File: config.mk
export PLATFORM = sky130hd
export DESIGN_NAME = fir_seq_param
export DESIGN_NICKNAME = d
export VERILOG_FILES = /design/src/rtl/fir_pkg.sv /design/src/rtl/fir_coef_bank.sv /design/src/rtl/fir_seq_param.sv
export SDC_FILE = /design/constraint.sdc
export NUM_CORES = 2
export LEC_CHECK = 0
export CORE_ASPECT_RATIO = 1.2
export CORE_MARGIN = 2
export CORE_UTILIZATION = 40
export DETAILED_ROUTE_END_ITERATION = 10
export SETUP_SLACK_MARGIN = 0.15
export SLEW_MARGIN = 20
export SYNTH_ARGS = -nofsm -noshare
export SYNTH_HDL_FRONTEND = slang
export SYNTH_SLANG_ARGS = --single-unit
File: constraint.sdc
create_clock -name clk -period 23.1 [get_ports clk]
set_input_delay 6.93 -clock clk [delete_from_list [all_inputs] [get_ports clk]]
set_output_delay 6.93 -clock clk [all_outputs]
set_load 0.01 [all_outputs]
File: src/rtl/fir_pkg.sv
// rtl/fir_pkg.sv - shared state encoding and width helpers for the sequential FIR
package fir_pkg;

    typedef enum logic [1:0] {
        ST_IDLE  = 2'd0,
        ST_MAC   = 2'd1,
        ST_ROUND = 2'd2
    } fir_state_e;

    // Wide enough that TAPS full-scale products can never wrap.
    function automatic int acc_width(input int dw, input int cw, input int taps);
        return dw + cw + $clog2(taps);
    endfunction

    function automatic logic [63:0] round_const(input int shift);
        return (shift > 0) ? (64'd1 << (shift - 1)) : 64'd0;
    endfunction

endpackage

File: src/rtl/fir_coef_bank.sv
// rtl/fir_coef_bank.sv - shadow/active coefficient banks with deferred commit
module fir_coef_bank
    import fir_pkg::*;
#(
    parameter int TAPS = 21,
    parameter int CW   = 16,
    parameter int IW   = $clog2(TAPS)
) (
    input  logic                 clk,
    input  logic                 reset,
    input  logic                 coef_wr,
    input  logic [IW-1:0]        coef_addr,
    input  logic [CW-1:0]        coef_data,
    input  logic                 coef_commit,
    input  logic                 busy_i,
    input  logic                 done_i,
    input  logic [IW-1:0]        rd_idx_i,
    output logic [CW-1:0]        coef_current,
    output logic signed [CW-1:0] rd_coef_o
);

    localparam logic [IW:0] TAPS_W = TAPS[IW:0];

    logic signed [CW-1:0] shadow_q [TAPS];
    logic signed [CW-1:0] shadow_d [TAPS];
    logic signed [CW-1:0] active_q [TAPS];
    logic                 pending_q;
    logic                 pending_d;
    logic                 commit_now;
    logic                 addr_ok;

    assign addr_ok = ({1'b0, coef_addr} < TAPS_W);

    always_comb begin
        for (int i = 0; i < TAPS; i++) begin
            shadow_d[i] = shadow_q[i];
        end
        if (coef_wr && addr_ok) begin
            shadow_d[coef_addr] = coef_data;
        end
    end

    // A commit seen mid-computation waits for the ROUND->IDLE edge so the
    // active bank stays frozen while a sample is being filtered.
    always_comb begin
        commit_now = (coef_commit && (!busy_i || done_i)) || (pending_q && done_i);
        pending_d  = pending_q;
        if (done_i) begin
            pending_d = 1'b0;
        end else if (coef_commit && busy_i) begin
            pending_d = 1'b1;
        end
    end

    always_ff @(posedge clk or negedge reset) begin
        if (!reset) begin
            for (int i = 0; i < TAPS; i++) begin
                shadow_q[i] <= '0;
                active_q[i] <= '0;
            end
            pending_q <= 1'b0;
        end else begin
            for (int i = 0; i < TAPS; i++) begin
                shadow_q[i] <= shadow_d[i];
                if (commit_now) begin
                    active_q[i] <= shadow_d[i];
                end
            end
            pending_q <= pending_d;
        end
    end

    assign coef_current = addr_ok ? shadow_q[coef_addr] : '0;
    assign rd_coef_o    = active_q[rd_idx_i];

endmodule

File: src/rtl/fir_seq_param.sv
// rtl/fir_seq_param.sv - sequential single-multiplier FIR with rounding and saturation
module fir_seq_param
    import fir_pkg::*;
#(
    parameter int TAPS  = 21,
    parameter int DW    = 16,
    parameter int CW    = 16,
    parameter int OW    = 24,
    parameter int SHIFT = 8
) (
    input  logic                      clk,
    input  logic                      reset,
    input  logic [DW-1:0]             din,
    input  logic                      din_valid,
    output logic                      din_ready,
    output logic [OW-1:0]             dout,
    output logic                      dout_valid,
    output logic                      sat,
    input  logic                      coef_wr,
    input  logic [$clog2(TAPS)-1:0]   coef_addr,
    input  logic [CW-1:0]             coef_data,
    input  logic                      coef_commit,
    output logic [CW-1:0]             coef_current
);

    localparam int IW = $clog2(TAPS);
    localparam int AW = acc_width(DW, CW, TAPS);
    localparam int PW = DW + CW;
    localparam int RW = AW + 1;
    localparam int SW = (RW > OW) ? RW : OW;
    localparam logic signed [RW-1:0] RND     = RW'(round_const(SHIFT));
    localparam logic [OW-1:0]        SAT_MAX = {1'b0, {(OW-1){1'b1}}};
    localparam logic [OW-1:0]        SAT_MIN = {1'b1, {(OW-1){1'b0}}};

    fir_state_e           state_q, state_d;
    logic [IW-1:0]        idx_q, idx_d;
    logic signed [DW-1:0] x_q [TAPS];
    logic signed [AW-1:0] acc_q, acc_d;
    logic [OW-1:0]        res_q, res_d;
    logic                 res_sat_q, res_sat_d;
    logic                 out_pend_q;
    logic [OW-1:0]        dout_q;
    logic                 dout_valid_q;
    logic                 sat_q;

    logic                 accept;
    logic                 busy;
    logic                 done;
    logic                 last_tap;
    logic signed [DW-1:0] x_sel;
    logic signed [CW-1:0] rd_coef;
    logic signed [PW-1:0] prod;
    logic signed [RW-1:0] rsum;
    logic signed [RW-1:0] rshf;
    logic signed [SW-1:0] rext;
    logic [SW-OW:0]       hi;
    logic                 clip;

    fir_coef_bank #(
        .TAPS (TAPS),
        .CW   (CW),
        .IW   (IW)
    ) u_bank (
        .clk          (clk),
        .reset        (reset),
        .coef_wr      (coef_wr),
        .coef_addr    (coef_addr),
        .coef_data    (coef_data),
        .coef_commit  (coef_commit),
        .busy_i       (busy),
        .done_i       (done),
        .rd_idx_i     (idx_q),
        .coef_current (coef_current),
        .rd_coef_o    (rd_coef)
    );

    assign accept   = din_valid && din_ready;
    assign last_tap = (idx_q == IW'(TAPS - 1));

    always_ff @(posedge clk or negedge reset) begin
        if (!reset) begin
            state_q <= ST_IDLE;
        end else begin
            state_q <= state_d;
        end
    end

    always_comb begin
        state_d = state_q;
        case (state_q)
            ST_IDLE:  if (accept)   state_d = ST_MAC;
            ST_MAC:   if (last_tap) state_d = ST_ROUND;
            ST_ROUND: state_d = ST_IDLE;
            default:  state_d = ST_IDLE;
        endcase
    end

    always_comb begin
        din_ready = (state_q == ST_IDLE);
        busy      = (state_q != ST_IDLE);
        done      = (state_q == ST_ROUND);
    end

    assign x_sel = x_q[idx_q];
    assign prod  = PW'(x_sel) * PW'(rd_coef);

    always_comb begin
        acc_d = acc_q;
        idx_d = idx_q;
        if (accept) begin
            acc_d = '0;
            idx_d = '0;
        end else if (state_q == ST_MAC) begin
            acc_d = acc_q + AW'(prod);
            idx_d = idx_q + 1'b1;
        end
    end

    // Clipping is detected by the bits above the output sign bit disagreeing.
    always_comb begin
        rsum      = RW'(acc_q) + RND;
        rshf      = rsum >>> SHIFT;
        rext      = SW'(rshf);
        hi        = rext[SW-1:OW-1];
        clip      = !((&hi) || !(|hi));
        res_d     = res_q;
        res_sat_d = res_sat_q;
        if (done) begin
            res_d     = clip ? (rext[SW-1] ? SAT_MIN : SAT_MAX) : rext[OW-1:0];
            res_sat_d = clip;
        end
    end

    always_ff @(posedge clk or negedge reset) begin
        if (!reset) begin
            for (int k = 0; k < TAPS; k++) begin
                x_q[k] <= '0;
            end
            acc_q        <= '0;
            idx_q        <= '0;
            res_q        <= '0;
            res_sat_q    <= 1'b0;
            out_pend_q   <= 1'b0;
            dout_q       <= '0;
            dout_valid_q <= 1'b0;
            sat_q        <= 1'b0;
        end else begin
            if (accept) begin
                x_q[0] <= din;
                for (int k = 1; k < TAPS; k++) begin
                    x_q[k] <= x_q[k-1];
                end
            end
            acc_q        <= acc_d;
            idx_q        <= idx_d;
            res_q        <= res_d;
            res_sat_q    <= res_sat_d;
            out_pend_q   <= done;
            dout_valid_q <= out_pend_q;
            sat_q        <= out_pend_q && res_sat_q;
            if (out_pend_q) begin
                dout_q <= res_q;
            end
        end
    end

    assign dout       = dout_q;
    assign dout_valid = dout_valid_q;
    assign sat        = sat_q;

endmodule

==> reports/qor.yml <==
track_usage_pct: 20.3
fin_crit_sh_pct: 73.5
port_buffers: 84
async_reset_ff_share_pct: 100
nNetsFinal: 5530
slew_viol_final: 0
cp.required_ps: 16170
clk_path_buf_depth: 3
yosys_warnings: 0
top_layer_used: "met5"
synthDominantCellAreaShare_pct: 45.5
clock_skew_ps: 40.4
syn-cell-area_um2: 60800
post-cts-setup-buffer-count: 0
cts-htree-levels: 3
start_util_pct: 40.3
grt_max_degree: 209
cts-root-buf: "clkbuf_16"
die_w_um: 360
cts_buffers: 107
clk_latency_ps: 760
synth-seq-area-share_pct: 45.5
rsz0062_at_grt: "no"
wl_met1_mm: 66.7
cts_tree: "done"
synth_ff_type: "dfrtp_1"
grt_pass1_vias: 40000
place_ws_ps: 6030
die_y_um: 431
wl_met3_mm: 7.33
nFillCells: 13700
grt-ovfl-total: 0
synth-compound-area-share_pct: 3.38
gp_congestion: 0.875
grt_pass1_wl_mm: 244
num_rows: 156
crit_type: "in2out"
cap_violations: 0
hold_viol: 0
synth_simple_gate_area_share_pct: 10.3
first_pass_iters: 5
synth_xor_xnor_area_share_pct: 0.821
hold_path_class: "reg2reg"
regArea_um2: 27700
layout-drive-gt1-share_pct: 24.4
max_slew_margin_pct: 24.0
layout_setup_ws_ps: 6110
startpoint_type: "input pin"
worst_setup_path_end_kind: "primary output"
cp.arrival_ps: 10060
cts_hold_buf: 0
multi_input_area_um2: 30600
clk_pin_slew_ps: 60
final_cell_mix: "nand2_1, dfrtp_1, mux2_2, inv_1, fa_1"
ant_nets: 0
final_common_cell: "nand2_1"
cts.repair.resized: 0
synth.distinct_cells: 72
area_growth_pct: 10.7
post-dp-hpwl_mm: 100
worst_slew_pin_slew_ps: 1130
synthTopCellsByArea: "dfrtp_1, mux2_2, fa_1"
routed_wl_mm: 155
min_period_ps: 16990
synth_adder_area_share_pct: 12.8
antenna_found_initial: 5
synthCells: 5091
tns_ps: 0
synth-seq-cells: 1105
dr_wl_met2_mm: 77.1
synthMuxAreaShare_pct: 23.0
vias: 38500
core_area_um2: 151000
setup_viol: 0
status: "complete, no violations"
cp_max_fo: 46
dieArea_um2: 155000
synth_area_leader_cell: "dfrtp_1"
mappedNetlistNets: 5563
avgViaCountPerCell: 5.41
max_freq_ghz: 0.0589
post_drt_wl_per_cell_um: 21.8
synth_edf_count: 0
synth_top_family_by_area: "multiplexers"
cts_sinks: 1105
first_iter_violations: 2855
io_pins: 85
avgSynthCellArea_um2: 11.9
route.detailed.drc: 0
## cell usage after synthesis, types with 15 or more instances
library cell / n
mux2_2: 649
xnor2_1: 30
buf_1: 21
o21ai_1: 15
a21o_1: 25
inv_1: 348
mux4_2: 268
xor2_1: 27
mux2_1: 48
buf_2: 49
a22oi_1: 78
ha_1: 112
clkbuf_1: 214
fa_1: 318
a211oi_1: 29
nor2_1: 222
o21ai_0: 58
nand2_1: 1195
nand3_1: 47
a21oi_1: 44
dfrtp_1: 1105
## cell families after synthesis
group	Yosys count
flip-flops	1105
buffers and inverters	661
AO/OA/AOI/OAI	304
XOR/XNOR	57
adder cells (fa/ha/maj)	430
multiplexers	974
AND/OR/NAND/NOR	1560
## layer usage
metal,vias up,GRT usage [%]
met4,4,6.15
met2,928,34.4
met3,234,2.66
li1,17100,-
met5,-,0
met1,20300,27.2
## final timing paths
kind | slack, ps | start | endpoint | cells past startpoint
setup / recovery | 6110 | coef_addr[0] | coef_current[5] | 6
hold / removal | 470 | x_q[292] | x_q[276] | 2
setup reg to reg | 12440 | idx_q[0] | acc_q[33] | 28
hold reg to reg | 470 | x_q[292] | x_q[276] | 2
max in group asynchronous | 12720 | reset | x_q[272] | 5
min in group asynchronous | 6330 | reset | u_bank.active_q[335] | 1
## worst max-delay path, cell delays in order
cell and delay [ps]:
buf_6 510, buf_4 810, mux4_2 610, a22oi_1 190, nand3_1 350, clkdlybuf4s50_1 590
## registers in the layout, summed over array words and instances (netlist names)
name              flops
res_sat_q             1
state_q               2
res_q                24
out_pend_q            1
u_bank.pending_q      1
u_bank.active_q     336
dout                 24
x_q                 336
sat                   1
u_bank.shadow_q     336
dout_valid            1
idx_q                 5
acc_q                37
## per-stage QoR
stage                     cells  instance area, um^2  hold slack, ps  util, %
after floorplan            5091                60800             352        -
after global placement     6924                63600             459     42.1
after detailed placement   6924                63600             463     42.1
after CTS                  7120                67300             479     44.6
after global routing       7123                67400             501     44.6
final                      7123                67400             471     44.6
## layout make-up
| cell class | count | area share, % |
|---|---|---|
| clock inverter | 49 | 1.04 |
| antenna | 3 | 0.0111 |
| tap | 1975 | 3.67 |
| sequential | 1105 | 41.1 |
| inverter | 359 | 2.00 |
| multi-input combinational | 3325 | 45.5 |
| clock buffer | 147 | 4.53 |
| timing repair buffer | 160 | 2.19 |
Power is left out: the tool's default activity adds up to more than one toggle a clock period on the data nets, which glitch-free logic cannot reach.
